File: config.mk
export PLATFORM = sky130hd
export DESIGN_NAME = line_follower_fsm
export DESIGN_NICKNAME = d
export VERILOG_FILES = /design/src/rtl/line_follower_fsm.sv
export SDC_FILE = /design/constraint.sdc
export NUM_CORES = 1
export LEC_CHECK = 0
export ABC_AREA = 1
export ABC_CLOCK_PERIOD_IN_PS = 2730
export CAP_MARGIN = 20
export CORE_MARGIN = 4
export CORE_UTILIZATION = 59
export DETAILED_ROUTE_END_ITERATION = 12
export HOLD_SLACK_MARGIN = 0.03
export PLACE_DENSITY = 0.8
export SYNTH_ARGS = -nofsm -noshare
export SYNTH_HDL_FRONTEND = slang
export SYNTH_SLANG_ARGS = --single-unit
File: constraint.sdc
create_clock -name clk -period 2.73 [get_ports clk]
set_input_delay 0.546 -clock clk [delete_from_list [all_inputs] [get_ports clk]]
set_output_delay 0.546 -clock clk [all_outputs]
set_load 0.005 [all_outputs]
File: src/rtl/line_follower_fsm.sv
// line_follower_fsm
//   Line-following controller for an N-sensor reflective array. It steers two
//   motors from the centroid of the black sensors, times each motion step
//   internally, drives across crossings for a fixed number of steps, and counts
//   them. It hands control to the turn module once enough crossings are seen,
//   and to the station module when all sensors read background.
//
// Optional build macro:
//   LF_SENSOR_SYNC_EN - route sensor through a 2-flop synchronizer that resets
//                       to all-ones. Every decision then sees sensors 2 cycles
//                       late. When the macro is undefined, sensor is used directly.
//
// Ports:
//   clk                clock
//   reset              synchronous, active-high reset
//   sensor             per-sensor reading, 0 = line, 1 = background; [N-1] is leftmost
//   turn_done          turn module finished (sampled only while requesting a turn)
//   station_done       station module finished (sampled only while requesting a station)
//   motor_l_reset      1 = left motor stopped
//   motor_l_direction  left motor direction
//   motor_r_reset      1 = right motor stopped
//   motor_r_direction  right motor direction
//   turn_req           level request to the turn module
//   station_req        level request to the station module
//   crossing_count     crossings counted since the last turn
module line_follower_fsm #(
  parameter int NUM_SENSORS  = 3,
  parameter int STEP_CYCLES  = 2000000,
  parameter int CROSS_STEPS  = 11,
  parameter int CROSS_THRESH = 2,
  parameter int GENTLE_MAX   = 1
) (
  input  logic                              clk,
  input  logic                              reset,
  input  logic [NUM_SENSORS-1:0]            sensor,
  input  logic                              turn_done,
  input  logic                              station_done,
  output logic                              motor_l_reset,
  output logic                              motor_l_direction,
  output logic                              motor_r_reset,
  output logic                              motor_r_direction,
  output logic                              turn_req,
  output logic                              station_req,
  output logic [$clog2(CROSS_THRESH+1)-1:0] crossing_count
);

  localparam int TMR_W  = $clog2(STEP_CYCLES);
  localparam int PASS_W = $clog2(CROSS_STEPS + 1);
  localparam int CNT_W  = $clog2(CROSS_THRESH + 1);

  // Motor codes packed as {l_rst, l_dir, r_rst, r_dir}
  localparam logic [3:0] MOT_FWD  = 4'b0100;
  localparam logic [3:0] MOT_GL   = 4'b1000;
  localparam logic [3:0] MOT_SL   = 4'b0000;
  localparam logic [3:0] MOT_GR   = 4'b0110;
  localparam logic [3:0] MOT_SR   = 4'b0101;
  localparam logic [3:0] MOT_STOP = 4'b1010;

  typedef enum logic [2:0] {
    DECIDE, DRIVE, CROSS_PASS, CROSS_CHECK, TURN_REQ, STATION_REQ
  } state_t;

  typedef enum logic [2:0] {
    ACT_FWD, ACT_GL, ACT_SL, ACT_GR, ACT_SR
  } action_t;

  function automatic logic [3:0] motor_code(input action_t a);
    case (a)
      ACT_GL:  return MOT_GL;
      ACT_SL:  return MOT_SL;
      ACT_GR:  return MOT_GR;
      ACT_SR:  return MOT_SR;
      default: return MOT_FWD;
    endcase
  endfunction

  logic [NUM_SENSORS-1:0] sens;

`ifdef LF_SENSOR_SYNC_EN
  logic [NUM_SENSORS-1:0] sens_meta, sens_sync;

  always_ff @(posedge clk) begin
    if (reset) begin
      sens_meta <= '1;
      sens_sync <= '1;
    end else begin
      sens_meta <= sensor;
      sens_sync <= sens_meta;
    end
  end

  assign sens = sens_sync;
`else
  assign sens = sensor;
`endif

  state_t              state, state_n;
  action_t             action, action_n, offset_action;
  logic                start;
  logic [TMR_W-1:0]    timer, timer_n;
  logic [PASS_W-1:0]   pass_cnt, pass_n;
  logic [CNT_W-1:0]    count_n;
  logic [3:0]          motors_n;
  logic                all_black, all_white, step_end;
  int                  hi_idx, lo_idx, offset;

  assign all_black = (sens == '0);
  assign all_white = (sens == '1);
  assign step_end  = (timer == TMR_W'(STEP_CYCLES - 1));

  // Centroid of the black run: positive offset means the line lies left of centre.
  always_comb begin
    hi_idx = 0;
    lo_idx = 0;
    for (int i = 0; i < NUM_SENSORS; i++)
      if (!sens[i]) hi_idx = i;
    for (int i = NUM_SENSORS - 1; i >= 0; i--)
      if (!sens[i]) lo_idx = i;
    offset = hi_idx + lo_idx - (NUM_SENSORS - 1);

    if (offset == 0)
      offset_action = ACT_FWD;
    else if (offset > 0)
      offset_action = (offset <= GENTLE_MAX) ? ACT_GL : ACT_SL;
    else
      offset_action = (-offset <= GENTLE_MAX) ? ACT_GR : ACT_SR;
  end

  always_comb begin
    state_n  = state;
    action_n = action;
    timer_n  = timer;
    pass_n   = pass_cnt;
    count_n  = crossing_count;

    case (state)
      DECIDE: begin
        timer_n = '0;
        if (all_black) begin
          state_n = CROSS_PASS;
          pass_n  = '0;
        end else if (all_white && start) begin
          state_n  = DRIVE;
          action_n = ACT_FWD;
        end else if (all_white) begin
          state_n = STATION_REQ;
        end else begin
          state_n  = DRIVE;
          action_n = offset_action;
        end
      end
      DRIVE: begin
        if (step_end) begin
          timer_n = '0;
          state_n = DECIDE;
        end else begin
          timer_n = timer + TMR_W'(1);
        end
      end
      // Steps chain back to back here; no DECIDE between them.
      CROSS_PASS: begin
        if (step_end) begin
          timer_n = '0;
          if (pass_cnt == PASS_W'(CROSS_STEPS - 1))
            state_n = CROSS_CHECK;
          else
            pass_n = pass_cnt + PASS_W'(1);
        end else begin
          timer_n = timer + TMR_W'(1);
        end
      end
      CROSS_CHECK: begin
        if (crossing_count != CNT_W'(CROSS_THRESH))
          count_n = crossing_count + CNT_W'(1);
        state_n = (count_n == CNT_W'(CROSS_THRESH)) ? TURN_REQ : DECIDE;
      end
      TURN_REQ: begin
        if (turn_done) begin
          count_n = '0;
          state_n = DECIDE;
        end
      end
      STATION_REQ: begin
        if (station_done) state_n = DECIDE;
      end
      default: state_n = DECIDE;
    endcase

    // Outputs are decoded from the state being entered so they are registered.
    motors_n = MOT_STOP;
    if (state_n == DRIVE)
      motors_n = motor_code(action_n);
    else if (state_n == CROSS_PASS)
      motors_n = MOT_FWD;
  end

  always_ff @(posedge clk) begin
    if (reset) begin
      state          <= DECIDE;
      start          <= 1'b1;
      timer          <= '0;
      pass_cnt       <= '0;
      crossing_count <= '0;
      {motor_l_reset, motor_l_direction, motor_r_reset, motor_r_direction} <= MOT_STOP;
      turn_req       <= 1'b0;
      station_req    <= 1'b0;
    end else begin
      state          <= state_n;
      timer          <= timer_n;
      pass_cnt       <= pass_n;
      crossing_count <= count_n;
      if (!all_white) start <= 1'b0;
      {motor_l_reset, motor_l_direction, motor_r_reset, motor_r_direction} <= motors_n;
      turn_req       <= (state_n == TURN_REQ);
      station_req    <= (state_n == STATION_REQ);
    end
  end

  // The latched action only matters once DRIVE is entered, which always reloads it.
  always_ff @(posedge clk) begin
    action <= action_n;
  end

endmodule

==> metrics.yaml, run 1 <==
logic_synthesis:
  yosysSeqAreaShare: 0.349
  synthCells: 345
  synth.largest_area_cell: "dfxtp_1"
  post-synth-top-count-cell: "nand2_1"
  ys_top_cells_by_area: "dfxtp_1 35%, nand2_1 14%, inv_1 8.5%, nor2_1 7.2%, nand3_1 6.1%"
  synth_top_area_frac: 0.349
  synth_area_mm2: 0.00229
  synthArstFlopShare: 0
  synth_edf_count: 0
  ys_types: 34
  synth-main-ff-cell: "dfxtp_1"
  synthTopCellsByCount: "87 x nand2_1, 52 x inv_1, 44 x nor2_1"
  synth_seq_cells: 40
  syn_avg_cell_area_um2: 6.65
  syn-num-nets: 359
  yosysWarnings: 0
drt:
  drc: 0
  dr.pass1.iters: 4
  drt_wl_total_um: 4790
  first_iter_violations: 161
  wl_per_cell_um: 11.6
  viasPerCell: 5.18
  vias: 2144
  ant_nets: 0
finish:
  layout-drive-gt1-share: 0.0792
  finalInstanceArea_mm2: 0.00260
  multi_input_area_mm2: 0.00126
  final_cells: 414
  seqCellArea_um2: 801
  antenna_cells: 0
  nFillCells: 345
  area_growth_pct: 13.3
  fin_nets: 380
timing:
  finalCritPeriodShare: 0.905
  rsz0062_at_grt: "false"
  timing.hold.ws_ns: 0.476
  skew_ns: 0.00566
  slew_headroom: 0.708
  maxSlewViolCount: 0
  timing.final.crit_period_ns: 2.47
  finalHoldViolCount: 0
  worst_pin_slew_ns: 0.438
  finalSetupViolations: 0
  fmax_mhz: 405
run:
  drv_cap: 0
power:
  p_leak_uw: 0.00115
  power_uw: 1270
  ir_worst_vdd_uv: 387
  power.density_mw_per_mm2: 487
die:
  start_util: 0.618
  core_mm2: 0.00372
  io-pin-count: 15
  rows: 22
  dieArea_mm2: 0.00495
  die_w_um: 70.4
  die_h_um: 70.4
setup_path:
  worst_ep_required_time_ns: 2.91
  critPathKind: "primary input to register"
  start_kind: "primary input"
  ff2ff_setup_slack_ns: 0.96
  critPathMaxStageDelay_ns: 0.47
  cp-end-kind: "register"
  cp_top_family: "simple AND/OR/NAND/NOR gates"
  cp.arrival_ns: 2.65
  cp_cell_sequence: "clkdlybuf4s50_1, inv_1, nor2_1, nand2_1, ha_1, inv_1, nand2_1, ha_1, inv_1, nor2_1, nand3_1, nand3_1, nand2_1, nand2_1, nand3_1, nor2_1, nor2_1"
  cp_slowest_cell: "clkdlybuf4s50_1"
  cp_max_fo: 4
  path_buf_inv: 4
place:
  place_area_mm2: 0.00250
  io_buffers: 14
  gp_congestion: 0.781
  hpwl_um: 3570
  place_inst: 407
clock_network:
  cts.clk_slew.worst_paths_ns: 0.07
  hold_buffers: 0
  h-tree-depth: 2
  insertion_delay_ns: 0.28
  cts_resized: 0
  clk_path_buf_depth: 2
  numClockSinks: 40
  cts_buffers: 5
  cts-root-buf: "clkbuf_8"
  cts_tree: "done"
  postCtsSetupBuffers: 0
global_route:
  grt.total_usage: 0.200
  overflow: 0
  grt_pass1_wl_um: 8300
  grt_pass1_vias: 2021
  grt_max_degree: 22
  antenna_found_initial: 0
hold_path:
  hp-class: "register to register"
outcome:
  status: "finished, final reports clean"
## layout make-up
type / instances / share of cell area
Clock buffer: 7 / 0.0371
Inverter: 54 / 0.0780
Multi-Input combinational cell: 246 / 0.486
Sequential cell: 40 / 0.308
Tap cell: 48 / 0.0231
Timing Repair Buffer: 19 / 0.0683
## worst register-to-register path, stage by stage (launching register included)
cell and delay [ns]:
dfxtp_1 0.39, ha_1 0.19, nand2_1 0.07, inv_1 0.05
nand2_1 0.11, nor2_4 0.17, nand3_1 0.19, nor2_1 0.23
nand3_1 0.12, nand2_1 0.08, a21oi_1 0.06
## per-layer routing
| metal | GRT usage | share of wire | vias to the layer above |
|---|---|---|---|
| met2 | 0.358 | 0.47 | 36 |
| li1 | - | - | 1136 |
| met1 | 0.242 | 0.49 | 970 |
| met3 | 0.0417 | 0.029 | 2 |
| met4 | 0.0468 | 0.0069 | 0 |
| met5 | 0 | 0 | - |
## cells in the final DEF (no fill, tap or decap), drive strengths merged
cell,n
o211a,1
nand4,4
nand3b,3
buf,5
a21oi,24
nor3,9
o31ai,1
clkinv,1
dfxtp,40
a22oi,1
nand3,31
o21ai,12
ha,7
o211ai,2
nor2,47
nand2,93
o21bai,2
xor2,6
inv,53
clkbuf,7
xnor2,2
clkdlybuf4s50,14
a21o,1
## power by group
group / internal (uW) / switching [uW]
registers: 613 / 15.4
clock network: 225 / 196
logic: 84.4 / 132
total: 922 / 343
## path summary, 6_finish.rpt
check	startpoint	depth (start not counted)	endpoint
max	sensor[0]	17	motor_l_direction$_SDFF_PP0_
min	crossing_count[1]$_SDFFE_PP0P_	2	crossing_count[1]$_SDFFE_PP0P_
max reg2reg	timer[0]$_SDFFE_PP0P_	10	timer[20]$_SDFFE_PP0P_
min reg2reg	crossing_count[1]$_SDFFE_PP0P_	2	crossing_count[1]$_SDFFE_PP0P_
## cell families after synthesis
group                    synth area share
AND/OR/NAND/NOR                     0.364
buffers and inverters               0.101
AO/OA/AOI/OAI                       0.117
flip-flops                          0.349
XOR/XNOR                           0.0305
adder cells (fa/ha/maj)            0.0382
## registers in the layout, summed over array words and instances, names as in the netlist, 2 cells and up
name,count
pass_cnt,4
crossing_count,2
state,3
timer,21
action,3
## metrics by stage
| step | setup WS (ns) | TNS (ns) | utilization |
|---|---|---|---|
| 5_1_grt | 0.0353 | 0 | 0.700 |
| 6_report | 0.259 | 0 | 0.700 |
| 4_1_cts | 0.245 | 0 | 0.700 |
| 3_3_place_gp | 0.0484 | 0 | 0.674 |
| 2_1_floorplan | 0.595 | 0 | - |
| 3_5_place_dp | -0.0567 | -0.0905 | 0.674 |
Note: power is estimated with default switching activity, not from simulation.
==> inputs of run 2 (changes only) <==
ABC_CLOCK_PERIOD_IN_PS = 2500   (was 2730)
CORE_ASPECT_RATIO = 1.25   (was default)
clock period = 2.5 ns   (was 2.73 ns; I/O delays follow)
==> run 2 against run 1 <==
  * Largest cell class unchanged
  * Via count is 0.28% lower
  * Global-route usage is 1.7 points higher
  * Clock skew up 0.0012 ns
  * Design area grew 2.9%
  * Clock power is 23% higher
  * Non-clock buffer count rose by 3
==> metrics.yaml, run 2 (synthesis gave the netlist of run 1 again) <==
clock_network:
  h-tree-depth: 2  # unchanged
  numClockSinks: 40  # unchanged
  cts_tree: "done"  # unchanged
  cts_buffers: 5  # unchanged
  clk_path_buf_depth: 2  # unchanged
  cts.clk_slew.worst_paths_ns: 0.08  # was 0.07 ns
  insertion_delay_ns: 0.30  # was 0.28 ns
  cts-root-buf: "clkbuf_8"  # unchanged
power:
  p_leak_uw: 0.00119  # was 0.00115 uW
  ir_worst_vdd_uv: 329  # was 387 uV
  power.density_mw_per_mm2: 545  # was 487 mW/mm2
timing:
  finalHoldViolCount: 0  # unchanged
  fmax_mhz: 437
  finalSetupTns_ns: 0  # unchanged
  slew_headroom: 0.731  # was 0.708
  skew_ns: 0.00691  # was 0.00566 ns
  timing.final.crit_period_ns: 2.29
  worst_pin_slew_ns: 0.402  # was 0.438 ns
  maxSlewViolCount: 0  # unchanged
  rsz0062_at_grt: "false"  # unchanged
  finalCritPeriodShare: 0.914
  finalSetupViolations: 0  # unchanged
finish:
  fin_nets: 383  # was 380
  largest_reg_flops: 21  # unchanged
  nFillCells: 322  # was 345
  antenna_cells: 0  # unchanged
  area_growth_pct: 16.6  # was 13.3%
  finalInstanceArea_mm2: 0.00268  # was 0.00260 mm2
  final_cells: 410  # was 414
  final_common_cell: "nand2_1"  # unchanged
  mostFrequentLayoutCells: "82 x nand2_1, 51 x inv_1, 43 x nor2_1"  # was 87 x nand2_1, 52 x inv_1, 44 x nor2_1
  utilization: 0.713  # was 0.700
  top_register: "timer"  # unchanged
  reg_top3: "timer x21, pass_cnt x4"  # unchanged
  layout-drive-gt1-share: 0.119  # was 0.0792
run:
  drv_cap: 0  # unchanged
setup_path:
  cp-end-kind: "register"  # unchanged
  cp.arrival_ns: 2.48  # was 2.65 ns
  start_kind: "primary input"  # unchanged
  r2r_start: "timer[0]$_SDFFE_PP0P_"  # unchanged
  worst_ep_required_time_ns: 2.70  # was 2.91 ns
  critPathKind: "primary input to register"  # unchanged
  cp-startpoint: "sensor[1]"  # was sensor[0]
  cp_max_fo: 4  # unchanged
die:
  core_mm2: 0.00375  # was 0.00372 mm2
  start_util: 0.611  # was 0.618
  io-pin-count: 15  # unchanged
  die_w_um: 63.8  # was 70.4 um
  die_h_um: 77.7  # was 70.4 um
  dieArea_mm2: 0.00496  # was 0.00495 mm2
  rows: 25  # was 22
global_route:
  antenna_found_initial: 0  # unchanged
  grt_pass1_wl_um: 8680  # was 8300 um
  overflow: 0  # unchanged
  grt_pass1_vias: 2133  # was 2,021
  grt.total_usage: 0.217  # was 0.200
  grt_max_degree: 22  # unchanged
place:
  io_buffers: 14  # unchanged
  hpwl_um: 3650  # was 3570 um
  place_inst: 402  # was 407
  gp_congestion: 0.821  # was 0.781
  place_area_mm2: 0.00252  # was 0.00250 mm2
drt:
  vias: 2138  # was 2,144
  drc: 0  # unchanged
  first_iter_violations: 135  # was 161
  viasPerCell: 5.21  # was 5.18
  dr.pass1.iters: 5  # was 4
  ant_nets: 0  # unchanged
  drt_wl_total_um: 4860  # was 4790 um
  wl_per_cell_um: 11.9  # was 11.6 um
hold_path:
  hp-class: "register to register"  # unchanged
  hp-start: "timer[20]$_SDFFE_PP0P_"  # was crossing_count[1]$_SDFFE_PP0P_
outcome:
  status: "finished, final reports clean"  # unchanged
-- run 2: cell count changes in the layout (fill, tap and decap cells not counted), moves of 3 or more --
cell,delta
nand2_2,+5
nand3_2,+4
nand3_1,-4
buf_4,+3
nand2_1,-5
-- run 2: worst paths after layout --
kind                                        to  slack [ns]  depth (start not counted)
setup reg to reg        timer[20]$_SDFFE_PP0P_        0.73                         10
setup / recovery  motor_l_direction$_SDFF_PP0_        0.21                         15
hold / removal          timer[20]$_SDFFE_PP0P_        0.48                          2
hold reg to reg         timer[20]$_SDFFE_PP0P_        0.48                          2
-- run 2: cell type report --
type | count | area [um2] | area share
clock inverter | 2 | 35.0 | 0.0131
inverter | 54 | 203 | 0.0757
sequential | 40 | 801 | 0.299
tap | 40 | 50.0 | 0.0187
clock buffer | 6 | 72.6 | 0.0271
multi-input combinational | 246 | 1310 | 0.489
timing repair buffer | 22 | 205 | 0.0767
-- run 2: what timing repair did --
item | in CTS | in global routing
gates resized for setup | 0 | 14
setup endpoints to repair | 0 | 4
hold buffers | 0 | 0
setup buffers | 0 | 0
-- run 2: stage by stage --
| step | hold slack, ns | setup WS (ns) | power (uW) |
|---|---|---|---|
| after global routing | 0.513 | 0.0190 | 1530 |
| final | 0.475 | 0.214 | 1460 |
| after detailed placement | 0.465 | -0.214 | 938 |
| after global placement | 0.455 | -0.160 | 932 |
| after CTS | 0.476 | 0.0960 | 1450 |
| after floorplan | 0.442 | 0.411 | 861 |
-- run 2: per-layer routing --
metal,vias up,track usage,share of wire
met5,-,0,0
met4,0,0.108,0.023
met3,9,0.0347,0.028
met2,39,0.412,0.54
met1,948,0.224,0.41
li1,1142,-,-
-- run 2: critical path, stage by stage --
cell             delay (ns)
clkdlybuf4s50_1        0.52
nand2_1                0.09
ha_1                   0.27
inv_1                  0.05
nand2_1                0.08
ha_4                   0.28
inv_1                  0.04
nor2_1                 0.12
nand3_2                0.10
nand3_2                0.09
nand2_2                0.08
nand2_2                0.08
nand3_1                0.07
nor2_1                 0.08
nor2_1                 0.04
-- run 2: report_power, final --
| part | switching (uW) | internal [uW] | total, uW |
|---|---|---|---|
| clock network | 222 | 296 | 518 |
| registers | 16.2 | 669 | 685 |
| logic | 153 | 102 | 255 |
| total | 391 | 1070 | 1460 |
==> inputs of run 3 (changes only) <==
HOLD_SLACK_MARGIN = 0.15   (was 0.03)
PLACE_DENSITY = default   (was 0.8)
PLACE_DENSITY_LB_ADDON = 0.25   (was default)
SLEW_MARGIN = 40   (was default)
==> run 3 against run 2 <==
  * Non-clock buffer count down 1
  * Sequential share of layout area up 0.17 points
  * Worst hold slack worse by 0.010 ns
  * Total power down 2.9%
  * Clock power down 10%
  * Via count up 3.8%
  * Register-to-register slack worse by 0.03 ns
  * Largest cell class unchanged
==> metrics.yaml, run 3 (synthesis gave the netlist of run 1 again) <==
power:
  ir_worst_vdd_uv: 526  # was 329 uV
  p_leak_uw: 0.00116  # was 0.00119 uW
  power.density_mw_per_mm2: 532  # was 545 mW/mm2
clock_network:
  cts_tree: "done"  # unchanged
  cts.clk_slew.worst_paths_ns: 0.09  # was 0.08 ns
  cts-root-buf: "clkbuf_8"  # unchanged
  clk_path_buf_depth: 2  # unchanged
  cts_resized: 0  # unchanged
  h-tree-depth: 2  # unchanged
  cts_buffers: 5  # unchanged
  hold_buffers: 0  # unchanged
  numClockSinks: 40  # unchanged
  postCtsSetupBuffers: 0  # unchanged
  insertion_delay_ns: 0.30  # about the same
global_route:
  grt_pass1_wl_um: 8980  # was 8680 um
  grt_max_degree: 22  # unchanged
  antenna_found_initial: 0  # unchanged
  grt.total_usage: 0.225  # was 0.217
  grt_pass1_vias: 2171  # was 2,133
  overflow: 0  # unchanged
finish:
  final_cells: 409  # was 410
  fin_nets: 382  # was 383
  seqCellArea_um2: 801  # unchanged
  utilization: 0.709  # was 0.713
  reg_top3: "timer x21, pass_cnt x4"  # unchanged
  top_register: "timer"  # unchanged
  multi_input_area_mm2: 0.00132  # was 0.00131 mm2
  antenna_cells: 0  # unchanged
  mostFrequentLayoutCells: "82 x nand2_1, 50 x inv_1, 43 x nor2_1"  # was 82 x nand2_1, 51 x inv_1, 43 x nor2_1
  layout-drive-gt1-share: 0.125  # was 0.119
  area_growth_pct: 16.0  # was 16.6%
  nFillCells: 333  # was 322
  largest_reg_flops: 21  # unchanged
  final_common_cell: "nand2_1"  # unchanged
drt:
  drc: 0  # unchanged
  wl_per_cell_um: 12.6  # was 11.9 um
  first_iter_violations: 138  # was 135
  vias: 2220  # was 2,138
  dr.pass1.iters: 4  # was 5
  ant_nets: 0  # unchanged
  viasPerCell: 5.43  # was 5.21
  drt_wl_total_um: 5150  # was 4860 um
timing:
  timing.hold.ws_ns: 0.465  # was 0.475 ns
  finalCritPeriodShare: 0.951  # was 0.914
  finalHoldViolCount: 0  # unchanged
  finalSetupViolations: 0  # unchanged
  timing.final.crit_period_ns: 2.38  # was 2.29 ns
  worst_slack_ns: 0.122  # was 0.214 ns
  maxSlewViolCount: 0  # unchanged
  slew_headroom: 0.731  # about the same
  skew_ns: 0.0115  # was 0.00691 ns
  worst_pin_slew_ns: 0.404  # was 0.402 ns
  fmax_mhz: 421  # was 437 MHz
outcome:
  status: "finished, final reports clean"  # unchanged
setup_path:
  critPathKind: "primary input to register"  # unchanged
  cp_slowest_cell: "clkdlybuf4s50_1"  # unchanged
  cp_top_family: "simple AND/OR/NAND/NOR gates"  # unchanged
  cp_cell_sequence: "clkdlybuf4s50_1, nor2_2, nand2_1, ha_1, inv_1, nand2_2, ha_4, inv_1, nor2_1, nand3_2, nand3_2, nand2_2, nand2_2, nand3_1, nor2_1, nor2_1"  # was clkdlybuf4s50_1, nand2_1, ha_1, inv_1, nand2_1, ha_4, inv_1, nor2_1, nand3_2, nand3_2, nand2_2, nand2_2, nand3_1, nor2_1, nor2_1
  path_buf_inv: 3  # unchanged
  cp-end-kind: "register"  # unchanged
  cp_max_fo: 4  # unchanged
  critPathMaxStageDelay_ns: 0.48  # was 0.52 ns
  cp.arrival_ns: 2.59  # was 2.48 ns
  start_kind: "primary input"  # unchanged
  worst_ep_required_time_ns: 2.71  # was 2.70 ns
hold_path:
  hp-class: "register to register"  # unchanged
run:
  drv_cap: 0  # unchanged
place:
  io_buffers: 14  # unchanged
  hpwl_um: 3700  # was 3650 um
  dp_worst_setup_slack_ns: -0.231  # was -0.214 ns
  place_inst: 401  # was 402
  gp_congestion: 0.820  # was 0.821
die:
  die_h_um: 77.7  # unchanged
  die_w_um: 63.8  # unchanged
  core_mm2: 0.00375  # unchanged
  io-pin-count: 15  # unchanged
  rows: 25  # unchanged
  start_util: 0.611  # unchanged
  dieArea_mm2: 0.00496  # unchanged
## run 3: cell count changes in the layout (fill, tap and decap cells not counted), sizes merged
cell	before	now
dlymetal6s2s	2	1
buf	8	7
bufinv	1	0
clkinvlp	0	2
clkdlybuf4s50	12	13
clkinv	2	1
## run 3: cell type report
class	count	share of cell area
inverter	54	0.0762
sequential	40	0.301
tap	40	0.0188
clock buffer	6	0.0310
clock inverter	2	0.00564
multi-input combinational	246	0.494
timing repair buffer	21	0.0733
## run 3: worst paths after layout
kind	startpoint	to	slack, ns	cells after the start
hold / removal	timer[20]$_SDFFE_PP0P_	timer[20]$_SDFFE_PP0P_	0.47	2
setup / recovery	sensor[2]	motor_l_direction$_SDFF_PP0_	0.12	16
hold reg to reg	timer[20]$_SDFFE_PP0P_	timer[20]$_SDFFE_PP0P_	0.47	2
setup reg to reg	timer[0]$_SDFFE_PP0P_	timer[19]$_SDFFE_PP0P_	0.70	10
## run 3: power breakdown
group          switching [uW]  internal (uW)  total (uW)
Sequential               18.0            669         687
Clock                     241            223         465
Combinational             163            101         263
## run 3: worst reg2reg max path, cell delays in order (launching register included)
cell and delay [ns]:
dfxtp_1 0.38, ha_1 0.18, nand2_1 0.09, inv_1 0.06, nand2_1 0.11, nor2_4 0.17, nand2_2 0.12, nand2_4 0.12
nand2_4 0.12, o21ai_2 0.26, nor2_1 0.08
## run 3: metrics by stage
| stage | total power (uW) | cell area (um2) | TNS [ns] |
|---|---|---|---|
| after floorplan | 861 | 2290 | 0 |
| after global placement | 931 | 2510 | -0.418 |
| after detailed placement | 939 | 2510 | -0.752 |
| after CTS | 1390 | 2610 | 0 |
| after global routing | 1480 | 2660 | -0.0556 |
| final | 1420 | 2660 | 0 |
## run 3: metal layers
| layer | part of all wire | vias to the layer above | routed length (um) | track usage |
|---|---|---|---|---|
| met4 | 0.015 | 0 | 78 | 0.104 |
| met1 | 0.41 | 1042 | 2090 | 0.229 |
| met2 | 0.55 | 36 | 2810 | 0.427 |
| met5 | 0 | - | 0 | 0 |
| met3 | 0.032 | 5 | 165 | 0.0449 |
| li1 | - | 1137 | - | - |
